$ cat src/rtl/ex_alu_pkg.sv
// Shared ALU control codes and FSM state encoding for the EX-stage execution unit.
// The MUL state exists only when EX_ALU_MUL_EN is defined.
package ex_alu_pkg;

  localparam logic [3:0] ALU_AND = 4'b0000;
  localparam logic [3:0] ALU_OR  = 4'b0001;
  localparam logic [3:0] ALU_ADD = 4'b0010;
  localparam logic [3:0] ALU_SUB = 4'b0110;
  localparam logic [3:0] ALU_MUL = 4'b1000;

  typedef enum logic [1:0] {
    StIdle = 2'd0,
    StHold = 2'd1
`ifdef EX_ALU_MUL_EN
    ,
    StMul  = 2'd2
`endif
  } alu_state_e;

endpackage

$ cat src/rtl/ex_alu_mul_iter.sv
// Iterative shift-add multiplier: one partial-product step per cycle for XLEN cycles.
// Only instantiated by ex_alu_exec when EX_ALU_MUL_EN is defined.
module ex_alu_mul_iter #(
  parameter int unsigned XLEN = 32
) (
  input  logic            clk_i,
  input  logic            reset_i,
  input  logic            start_i,
  input  logic [XLEN-1:0] a_i,
  input  logic [XLEN-1:0] b_i,
  output logic            done_o,
  output logic [XLEN-1:0] product_o
);

  localparam int unsigned CntW = $clog2(XLEN) + 1;

  logic [XLEN-1:0] mcand_q, mcand_d;
  logic [XLEN-1:0] mplier_q, mplier_d;
  logic [XLEN-1:0] acc_q, acc_d;
  logic [CntW-1:0] cnt_q, cnt_d;

  always_comb begin
    mcand_d  = mcand_q;
    mplier_d = mplier_q;
    acc_d    = acc_q;
    cnt_d    = cnt_q;
    if (start_i) begin
      mcand_d  = a_i;
      mplier_d = b_i;
      acc_d    = '0;
      cnt_d    = CntW'(XLEN);
    end else if (cnt_q != '0) begin
      if (mplier_q[0]) begin
        acc_d = acc_q + mcand_q;
      end
      mcand_d  = mcand_q << 1;
      mplier_d = mplier_q >> 1;
      cnt_d    = cnt_q - CntW'(1);
    end
  end

  // The final step is in flight: expose its sum so the caller can register it this edge.
  assign done_o    = (cnt_q == CntW'(1));
  assign product_o = acc_d;

  always_ff @(posedge clk_i) begin
    if (reset_i) begin
      mcand_q  <= '0;
      mplier_q <= '0;
      acc_q    <= '0;
      cnt_q    <= '0;
    end else begin
      mcand_q  <= mcand_d;
      mplier_q <= mplier_d;
      acc_q    <= acc_d;
      cnt_q    <= cnt_d;
    end
  end

endmodule

$ cat src/rtl/ex_alu_exec.sv
// EX-stage execution unit: single-cycle AND/OR/ADD/SUB into a valid/ready output register.
// Define EX_ALU_MUL_EN to add the iterative multiplier (code 1000); otherwise 1000 is illegal.
module ex_alu_exec
  import ex_alu_pkg::*;
#(
  parameter int unsigned XLEN = 32
) (
  input  logic            clk,
  input  logic            reset,
  input  logic            in_valid,
  output logic            in_ready,
  input  logic [3:0]      alu_ctrl,
  input  logic [XLEN-1:0] op_a,
  input  logic [XLEN-1:0] op_b,
  output logic            out_valid,
  input  logic            out_ready,
  output logic [XLEN-1:0] result,
  output logic            zero,
  output logic            illegal
);

  alu_state_e      state_q, state_d;
  logic [XLEN-1:0] result_q, result_d;
  logic            zero_q, zero_d;
  logic            illegal_q, illegal_d;

  logic [XLEN-1:0] alu_res;
  logic            alu_ill;
  logic            accept;
  logic            is_mul;
  logic            mul_start;

  always_comb begin
    alu_res = '0;
    alu_ill = 1'b0;
    case (alu_ctrl)
      ALU_AND: alu_res = op_a & op_b;
      ALU_OR:  alu_res = op_a | op_b;
      ALU_ADD: alu_res = op_a + op_b;
      ALU_SUB: alu_res = op_a - op_b;
`ifdef EX_ALU_MUL_EN
      ALU_MUL: alu_res = '0;
`endif
      default: alu_ill = 1'b1;
    endcase
  end

`ifdef EX_ALU_MUL_EN
  logic            mul_done;
  logic [XLEN-1:0] mul_product;

  assign is_mul = (alu_ctrl == ALU_MUL);

  ex_alu_mul_iter #(
    .XLEN(XLEN)
  ) u_mul (
    .clk_i    (clk),
    .reset_i  (reset),
    .start_i  (mul_start),
    .a_i      (op_a),
    .b_i      (op_b),
    .done_o   (mul_done),
    .product_o(mul_product)
  );
`else
  assign is_mul = 1'b0;
`endif

  assign in_ready  = !reset && ((state_q == StIdle) || ((state_q == StHold) && out_ready));
  assign accept    = in_valid && in_ready;
  assign out_valid = (state_q == StHold);
  assign result    = result_q;
  assign zero      = zero_q;
  assign illegal   = illegal_q;

  always_comb begin
    state_d   = state_q;
    result_d  = result_q;
    zero_d    = zero_q;
    illegal_d = illegal_q;
    mul_start = 1'b0;
    unique case (state_q)
      StIdle, StHold: begin
        if (accept) begin
          if (is_mul) begin
            mul_start = 1'b1;
`ifdef EX_ALU_MUL_EN
            state_d   = StMul;
`endif
          end else begin
            result_d  = alu_res;
            zero_d    = (alu_res == '0);
            illegal_d = alu_ill;
            state_d   = StHold;
          end
        end else if ((state_q == StHold) && out_ready) begin
          state_d = StIdle;
        end
      end
`ifdef EX_ALU_MUL_EN
      StMul: begin
        if (mul_done) begin
          result_d  = mul_product;
          zero_d    = (mul_product == '0);
          illegal_d = 1'b0;
          state_d   = StHold;
        end
      end
`endif
      default: state_d = StIdle;
    endcase
  end

  always_ff @(posedge clk) begin
    if (reset) begin
      state_q   <= StIdle;
      result_q  <= '0;
      zero_q    <= 1'b0;
      illegal_q <= 1'b0;
    end else begin
      state_q   <= state_d;
      result_q  <= result_d;
      zero_q    <= zero_d;
      illegal_q <= illegal_d;
    end
  end

endmodule

$ cat config.mk
export PLATFORM = sky130hd
export DESIGN_NAME = ex_alu_exec
export DESIGN_NICKNAME = d
export VERILOG_FILES = /design/src/rtl/ex_alu_pkg.sv /design/src/rtl/ex_alu_mul_iter.sv /design/src/rtl/ex_alu_exec.sv
export SDC_FILE = /design/constraint.sdc
export NUM_CORES = 1
export LEC_CHECK = 0
export BUFFER_PORTS_ARGS = -buffer_cell sky130_fd_sc_hd__buf_2
export CORE_MARGIN = 2
export CORE_UTILIZATION = 52
export CTS_BUF_LIST = sky130_fd_sc_hd__clkbuf_8
export CTS_CLUSTER_DIAMETER = 200
export DETAILED_ROUTE_END_ITERATION = 6
export GPL_ROUTABILITY_DRIVEN = 0
export PLACE_DENSITY = 0.84
export SLEW_MARGIN = 5
export SYNTH_ARGS = -nofsm -noshare
export SYNTH_HDL_FRONTEND = slang
export SYNTH_SLANG_ARGS = --single-unit
$ cat constraint.sdc
create_clock -name clk -period 4.2 [get_ports clk]
set_input_delay 0.42 -clock clk [delete_from_list [all_inputs] [get_ports clk]]
set_output_delay 0.42 -clock clk [all_outputs]
set_load 0.05 [all_outputs]
### Word-level counts from Yosys, hierarchy flattened

Index checks and enable logic that the tools add are counted.
Widths: inputs -> output; s select.

| storage, ports and cells | value |
|---|---|
| bits in registers | 35 |
| bits of input ports | 72 |

| cells by class | value |
|---|---|
| add/sub/neg operators | 2 |
| equal/unequal tests | 3 |
| muxes and demuxes | 4 |
| bitwise operators | 3 |
| reductions and logical operators | 13 |

Operators by type and width:

| operator | count |
|---|---|
| $pmux 32 s4 | 1 |
| $add 32x32->32 | 1 |
| $and 32x32->32 | 1 |
| $logic_not 32->1 | 1 |
| $or 32x32->32 | 1 |
| $sub 32x32->32 | 1 |
| $eq 4x1->1 const B | 1 |
| $eq 4x2->1 const B | 1 |
| $eq 4x3->1 const B | 1 |
| $logic_not 4->1 | 1 |
| $reduce_or 2->1 | 2 |
| $reduce_or 4->1 | 1 |
| $logic_and 1x1->1 | 3 |
| $mux 1 | 3 |
| $logic_not 2->1 | 1 |
| $reduce_and 2->1 | 1 |
| $reduce_bool 2->1 | 1 |
| $logic_not 1->1 | 1 |
| $logic_or 1x1->1 | 1 |
| $not 1->1 | 1 |

### Logic depth before layout (Yosys ltp)

Gate-level depths: netlist of run 1.

| logic depth | value |
|---|---|
| depth after elaboration | 5 |
| gate-level depth with buffers | 20 |

### Worst setup path after synthesis of run 1

OpenSTA, ideal clock, no wires.

| timing path | value |
|---|---|
| path kind | in2reg |
| start | input port alu_ctrl[0] |
| end | register zero_q (netlist: zero) |
| setup time | 0.084 ns |
| arrival time | 4.196 ns |
| required time | 4.116 ns |
| setup slack | -0.080 ns |
| stages | 19 |
| path buffers | 4 |
| cells stage by stage | clkbuf_8 > nor3b_2 > clkbuf_8 > and2_1 > clkbuf_1 > nor2_1 > xnor2_1 > ha_1 > buf_6 > a21o_4 > a31oi_4 > o221ai_2 > or3_1 > a31oi_1 > a21boi_2 > o2111ai_1 > a2111oi_2 > nand4_1 > o31ai_2 |

| on the way | value |
|---|---|
| cells in the longest elaborated chain, start to end | 3 |

Ends and longest elaborated chain:

| what | RTL line | source |
|---|---|---|
| start, declared | ex_alu_exec.sv:12 | `input logic [3:0] alu_ctrl,` |
| $eq 4x3->1 (tied with other cells) | ex_alu_exec.sv:36 | `case (alu_ctrl)` |
| $pmux 32 s4 * | ex_alu_exec.sv:36 |  |
| $logic_not 32->1 * | ex_alu_exec.sv:92 | `zero_d = (alu_res == '0);` |
| end signal, assigned | ex_alu_exec.sv:123 | `zero_q <= zero_d;` |
| end, declared | ex_alu_exec.sv:24 | `logic zero_q, zero_d;` |

Mark *: on every way between the ends. The rest lies on a longest branch, timed or not.
A chain may end at the register's enable or synchronous reset.

### Final worst setup path of run 1

| timing path | value |
|---|---|
| start | input port op_b[3] |
| end | register zero_q (netlist: zero) |

| on the way | value |
|---|---|
| cells in the longest elaborated chain, start to end | 3 |

Ends and longest elaborated chain:

| what | RTL line | source |
|---|---|---|
| start, declared | ex_alu_exec.sv:14 | `input logic [XLEN-1:0] op_b,` |
| $sub 32x32->32 (tied with other cells) | ex_alu_exec.sv:40 | `ALU_SUB: alu_res = op_a - op_b;` |
| $pmux 32 s4 * | ex_alu_exec.sv:36 |  |
| $logic_not 32->1 * | ex_alu_exec.sv:92 |  |

Marks and branches as above.

==> impl_metrics.env, run 1 <==
export IMPL_status="finished, violations left"
export IMPL_violations="negative setup slack"
export IMPL_routed_wirelength_um=16600
export IMPL_postCtsHoldBufs=0
export IMPL_grt_busiest_layer="met2"
export IMPL_required_ns=4.40
export IMPL_setup_violations=1
export IMPL_grt_max_degree=63
export IMPL_synth_seq_cells=35
export IMPL_grt_use_met1_pct=38.3
export IMPL_clk_latency_ns=0.28
export IMPL_place_inst=860
export IMPL_dpl_hpwl_um=12800
export IMPL_overflow=0
export IMPL_ys_warn_count=0
export IMPL_wl_per_cell_um=19.1
export IMPL_htreeDepth=2
export IMPL_track_usage_pct=31.1
export IMPL_critical_path_max_fanout=4
export IMPL_met2_usage_pct=53.2
export IMPL_first_pass_iters=6
export IMPL_ys_flop_type="dfxtp_1"
export IMPL_seqCellArea_um2=701
export IMPL_ys_async_sr_fraction_pct=0
export IMPL_fillerInstances=719
export IMPL_drt_iter0_markers=620
export IMPL_drc=0
export IMPL_synth_cell_type_count=78
export IMPL_relSlewSlack_pct=45.9
export IMPL_cts_buffer_depth=2
export IMPL_slew_violations=0
export IMPL_ios=108
export IMPL_synth_fp_nets=721
export IMPL_yosysTopAreaCellShare_pct=14.8
export IMPL_io_buffers=107
export IMPL_finalCriticalPeriod_ns=4.27
export IMPL_stdcell_area_um2=5930
export IMPL_ir_worst_vdd_uv=137
export IMPL_ys_seq_area_share_pct=14.8
export IMPL_viasPerCell=6.47
export IMPL_grt_pass1_vias=5351
export IMPL_finalCoreUtilization_pct=67.6
export IMPL_placed_area_um2=5680
export IMPL_core_area_um2=8760
export IMPL_dieHeight_um=99.4
export IMPL_start_kind="input pin"
export IMPL_fp_dieArea_um2=9890
export IMPL_vias=5625
export IMPL_fmax_mhz=234
export IMPL_hold_viol=0
export IMPL_n_antenna_cell=0
export IMPL_criticalPathCategory="input pin to flip-flop"
export IMPL_drv_cap=0
export IMPL_crit_path_end_kind="flip-flop"
export IMPL_start_util_pct=54.1
export IMPL_die_width_um=99.4
export IMPL_area_growth_pct=25.1
export IMPL_layout_setup_ws_ns=-0.0721
export IMPL_synth_top_cell_by_area="dfxtp_1"
export IMPL_arrival_ns=4.47
export IMPL_rsz0062_at_grt="yes"
export IMPL_antenna_found_initial=0
export IMPL_cts_clk_slew_worst_paths_ns=0.07
export IMPL_pre_cts_ws_ns=-0.314
export IMPL_hp_class="input pin to flip-flop"
export IMPL_cts_tree="done"
export IMPL_cts_sinks=35
export IMPL_ys_top_cells_by_area="dfxtp_1 (15%), ha_1 (9.0%), o21ai_0 (5.9%)"
export IMPL_fin_cells=870
export IMPL_grtUsageMet3_pct=4.71
export IMPL_cellPowerDensity_nw_per_um2=243
export IMPL_fin_crit_sh_pct=102
export IMPL_multiInputGateArea_um2=3860
export IMPL_worstMarginPinSlew_ns=0.807
export IMPL_p_leak_nw=2.58
export IMPL_netlist_instances=614
export IMPL_layout_drive_gt1_share_pct=32.8
export IMPL_syn_avg_cell_area_um2=7.72
export IMPL_cts_made_buffers=5
export IMPL_final_nets=869
export IMPL_ant_nets=0
export IMPL_finalSetupTns_ns=-0.0721
export IMPL_clock_root_buffer="clkbuf_8"
export IMPL_finClkSkew_ns=0.00214
export IMPL_synth_edff_count=0
export IMPL_rows=34
export IMPL_syn_area_um2=4740
export IMPL_grt_pass1_wl_um=25200
[cells by family (layout without fill, tap and decap cells)]
kind of cell / count (synthesis) / count (layout) / share of synthesized area [%]
XOR/XNOR: 55 / 55 / 10.2
adder cells (fa/ha/maj): 62 / 62 / 15.1
flip-flops: 35 / 35 / 14.8
AO/OA/AOI/OAI: 218 / 218 / 31.6
buffers and inverters: 55 / 203 / 6.68
multiplexers: 7 / 7 / 1.61
AND/OR/NAND/NOR: 182 / 182 / 20.0
[path summary, 6_finish.rpt]
path               from          to  slack [ns]  cells past startpoint
max             op_b[3]        zero       -0.07                     17
min            in_valid  state_q[0]        0.37                      3
max reg2reg  state_q[0]        zero        1.99                      9
min reg2reg   result[9]   result[9]        0.47                      2
[routing by layer]
metal  up-vias  share of wire [%]
met1      2538                 38
met2       416                 46
met3        90                 10
li1       2581                  -
met5         -                  0
met4         0                5.6
[report_power, final]
part	switching, mW	leakage [nW]	internal, mW
Sequential	0.00846	0.284	0.347
Clock	0.114	0.0470	0.129
Combinational	0.505	2.25	0.339
Total	0.627	2.58	0.815
[worst max-delay path: stages]
cell	delay [ns]
buf_2	0.12
nor4_4	0.35
nand4_2	0.19
or3_4	0.42
or3_4	0.42
o31ai_4	0.20
xor2_1	0.19
ha_1	0.29
a21o_1	0.19
a21oi_2	0.17
o221ai_2	0.11
a31oi_2	0.21
mux2i_1	0.27
o211ai_1	0.18
a2111oi_4	0.34
nand4_1	0.16
o31ai_2	0.22
[cell usage in the layout, fill, tap and decap left out, types with 5 or more instances in the layout]
master	n
maj3_1	27
a211oi_1	8
inv_1	16
o21ai_0	53
nor2b_1	8
nand3_1	26
nand2_1	48
or3_1	7
a31o_2	8
nand2b_1	5
buf_4	71
dfxtp_1	35
a22oi_1	18
o31ai_1	7
nand4_1	7
a21oi_1	46
a21oi_2	6
ha_1	34
xor2_1	28
a21o_1	8
and3_1	6
mux2_2	5
buf_2	107
xnor2_1	27
clkbuf_8	6
nor3_1	8
nor2_1	36
[metrics by stage]
stage	power [mW]	hold slack, ns
floorplan	0.885	0.541
detailed placement	1.14	0.458
global route	1.51	0.375
CTS	1.38	0.374
global placement	1.12	0.450
finish	1.44	0.370
[cell type report]
class,count,share of cell area [%]
timing repair buffer,179,18.2
inverter,17,1.08
clock inverter,1,0.0844
sequential,35,11.8
multi-input combinational,524,65.1
tap,108,2.28
clock buffer,6,1.39
[what timing repair did]
| action | 4_1_cts | 5_1_grt |
|---|---|---|
| gates resized for setup | 1 | 28 |
| pin swaps | 0 | 22 |
| setup endpoints to repair | 1 | 3 |
| buffers inserted | 0 | 3 |
[registers in the layout (all words and copies together) (netlist names)]
register / cells
illegal: 1
result: 32
state_q: 1
zero: 1
[Yosys cell counts, types with 3 or more instances]
cell type,number
a211o_1,3
a211oi_1,9
a211oi_2,3
a21o_1,8
a21oi_1,51
a22oi_1,18
a31o_2,8
a31oi_1,5
and2_1,3
and3_1,6
buf_6,6
clkbuf_1,23
clkbuf_8,6
dfxtp_1,35
ha_1,34
inv_1,16
maj3_1,27
mux2_2,5
nand2_1,49
nand2b_1,5
nand3_1,27
nand4_1,7
nor2_1,38
nor2b_1,8
nor3_1,10
nor4_1,3
o211ai_1,4
o21a_1,4
o21ai_0,56
o21bai_1,4
o221ai_1,3
o31ai_1,9
o41ai_1,4
or2_2,3
or3_1,7
or3_4,3
xnor2_1,27
xor2_1,28
(Power assumes the default switching activity.)
==> inputs of run 2 (changes only) <==
- ABC_AREA: not set -> 1
- CORE_MARGIN: 2 -> 5
- CORE_UTILIZATION: 52 -> 53
==> run 2 against run 1 <==
  * Final cell count rose by 40%
  * Non-clock buffer count is 67 lower
  * Clock skew increased by 0.0032 ns
  * Wire length is 10% higher
  * Combinational power shrank 7.8%
  * The run now ends clean
  * Largest power group unchanged
  * Critical path depth grew 12
  * Clock power about the same
==> impl_metrics.env, run 2 <==
export IMPL_status="finished clean"
export IMPL_cts_resized=0
export IMPL_yosysMostFrequentCell="nand2_1"
export IMPL_synth_top_cell_by_area="nand2_1"
export IMPL_drc=0
export IMPL_mostFrequentLayoutCells="nand2_1 (294), inv_1 (151), nor2_1 (120), buf_2 (107), nand3_1 (77)"
export IMPL_ys_top_cells_by_area="nand2_1 (21%), dfxtp_1 (13%), inv_1 (11%)"
export IMPL_cellPowerDensity_nw_per_um2=225
export IMPL_crit_path_end_kind="flip-flop"
export IMPL_fp_dieArea_um2=12300
export IMPL_critical_path_max_fanout=4
export IMPL_finClkSkew_ns=0.00534
export IMPL_cts_sinks=35
export IMPL_setup_violations=0
export IMPL_fmax_mhz=265
export IMPL_pre_cts_ws_ns=0.217
export IMPL_r2r_start="state_q[0]"
export IMPL_hold_viol=0
export IMPL_arrival_ns=3.99
export IMPL_overflow=0
export IMPL_dieHeight_um=111
export IMPL_netlist_instances=988
export IMPL_ff2ff_path_depth=8
export IMPL_finalCriticalPeriod_ns=3.77
export IMPL_layout_drive_gt1_share_pct=17.2
export IMPL_p_leak_nw=3.55
export IMPL_required_ns=4.42
export IMPL_fin_crit_sh_pct=89.9
export IMPL_final_nets=1195
export IMPL_routed_wirelength_um=18300
export IMPL_ys_warn_count=0
export IMPL_die_width_um=111
export IMPL_cts_made_buffers=5
export IMPL_fin_cells=1221
export IMPL_first_pass_iters=5
export IMPL_slew_violations=0
export IMPL_clock_root_buffer="clkbuf_8"
export IMPL_start_kind="input pin"
export IMPL_relSlewSlack_pct=20.8
export IMPL_hp_class="input pin to flip-flop"
export IMPL_dpl_hpwl_um=15200
export IMPL_worstSetupStartpoint="op_b[1]"
export IMPL_viasPerCell=5.45
export IMPL_syn_area_um2=5380
export IMPL_ios=108
export IMPL_synthTopCellsByCount="nand2_1 (294), inv_1 (151), nor2_1 (121)"
export IMPL_synth_fp_nets=1095
export IMPL_synth_seq_cells=35
export IMPL_vias=6651
export IMPL_syn_avg_cell_area_um2=5.45
export IMPL_clk_latency_ns=0.28
export IMPL_start_util_pct=54.8
export IMPL_synth_cell_type_count=42
export IMPL_rows=36
export IMPL_min_delay_path_depth=3
export IMPL_largest_register_ffs=32
export IMPL_worstMarginPinSlew_ns=1.19
export IMPL_synth_edff_count=0
export IMPL_layout_setup_ws_ns=0.425
export IMPL_grt_pass1_vias=6195
export IMPL_ys_flop_type="dfxtp_1"
export IMPL_place_inst=1214
export IMPL_cts_clk_slew_worst_paths_ns=0.07
export IMPL_cts_setup_buffers=0
export IMPL_ys_seq_area_share_pct=13.0
export IMPL_reg2reg_slack_ns=2.00
export IMPL_min_from="in_valid"
export IMPL_finalPower_mw=1.38
export IMPL_layout_commonest_cell="nand2_1"
export IMPL_criticalPathCategory="input pin to flip-flop"
export IMPL_io_buffers=107
export IMPL_n_antenna_cell=0
export IMPL_area_growth_pct=14.1
export IMPL_ys_async_sr_fraction_pct=0
export IMPL_wl_per_cell_um=15.0
export IMPL_htreeDepth=2
export IMPL_ir_worst_vdd_uv=173
export IMPL_cts_buffer_depth=2
export IMPL_antenna_found_initial=0
export IMPL_finalSetupTns_ns=0
export IMPL_drt_iter0_markers=759
export IMPL_grt_max_degree=50
export IMPL_postCtsHoldBufs=0
export IMPL_slowest_delay_ns=0.33
export IMPL_crit_slowest_cell="ha_1"
export IMPL_drv_cap=0
export IMPL_ant_nets=0
export IMPL_crit_path_frequent_cell="nand2_1"
export IMPL_core_area_um2=9820
export IMPL_cts_tree="done"
export IMPL_grt_pass1_wl_um=29600
export IMPL_yosysTopAreaCellShare_pct=20.5
export IMPL_track_usage_pct=28.9
export IMPL_finalCoreUtilization_pct=62.5
run 2: cells by family after synthesis:
logic type | after synthesis | share of synthesized area [%]
XOR/XNOR | 29 | 4.72
buffers and inverters | 182 | 12.9
AND/OR/NAND/NOR | 579 | 47.7
flip-flops | 35 | 13.0
adder cells (fa/ha/maj) | 39 | 9.04
AO/OA/AOI/OAI | 124 | 12.6
run 2: final cells by class:
cell class / instances / area [µm²]
clock buffers: 6 / 82.6
fillers: 1030 / 3680
inverters: 163 / 612
repair buffers: 112 / 573
clock inverters: 1 / 5.00
multi-input cells: 771 / 4000
flip-flops and latches: 35 / 701
well taps: 133 / 166
run 2: where the power goes:
part	switching, mW	total [mW]	internal, mW
clock	0.113	0.241	0.128
sequential	0.0106	0.364	0.354
combinational	0.538	0.777	0.239
total	0.662	1.38	0.721
run 2: final timing paths:
path | to
setup / recovery | zero
hold / removal | state_q[0]
setup reg to reg | result[14]
hold reg to reg | result[3]
run 2: critical path: cells and delay by family:
| family | cells | cell delay [ns] |
|---|---|---|
| xor gates and xnor gates | 1 | 0.14 |
| AOI/OAI and AO/OA | 2 | 0.21 |
| and+or+nand+nor | 20 | 2.31 |
| buffers and inverters | 4 | 0.37 |
| adders and majority gates | 2 | 0.52 |
run 2: metal layers:
| metal | up-vias | part of all wire (%) | global-route usage (%) |
|---|---|---|---|
| met5 | - | 0 | 0 |
| met3 | 70 | 11 | 6.33 |
| met4 | 0 | 4.2 | 12.2 |
| met2 | 357 | 43 | 46.2 |
| li1 | 3332 | - | - |
| met1 | 2892 | 41 | 37.6 |
run 2: per-stage QoR:
step | cell area [µm²] | hold WS, ns
2_1_floorplan | 5380 | 0.489
3_3_place_gp | 6050 | 0.458
3_5_place_dp | 6050 | 0.463
4_1_cts | 6130 | 0.358
5_1_grt | 6140 | 0.377
6_report | 6140 | 0.361
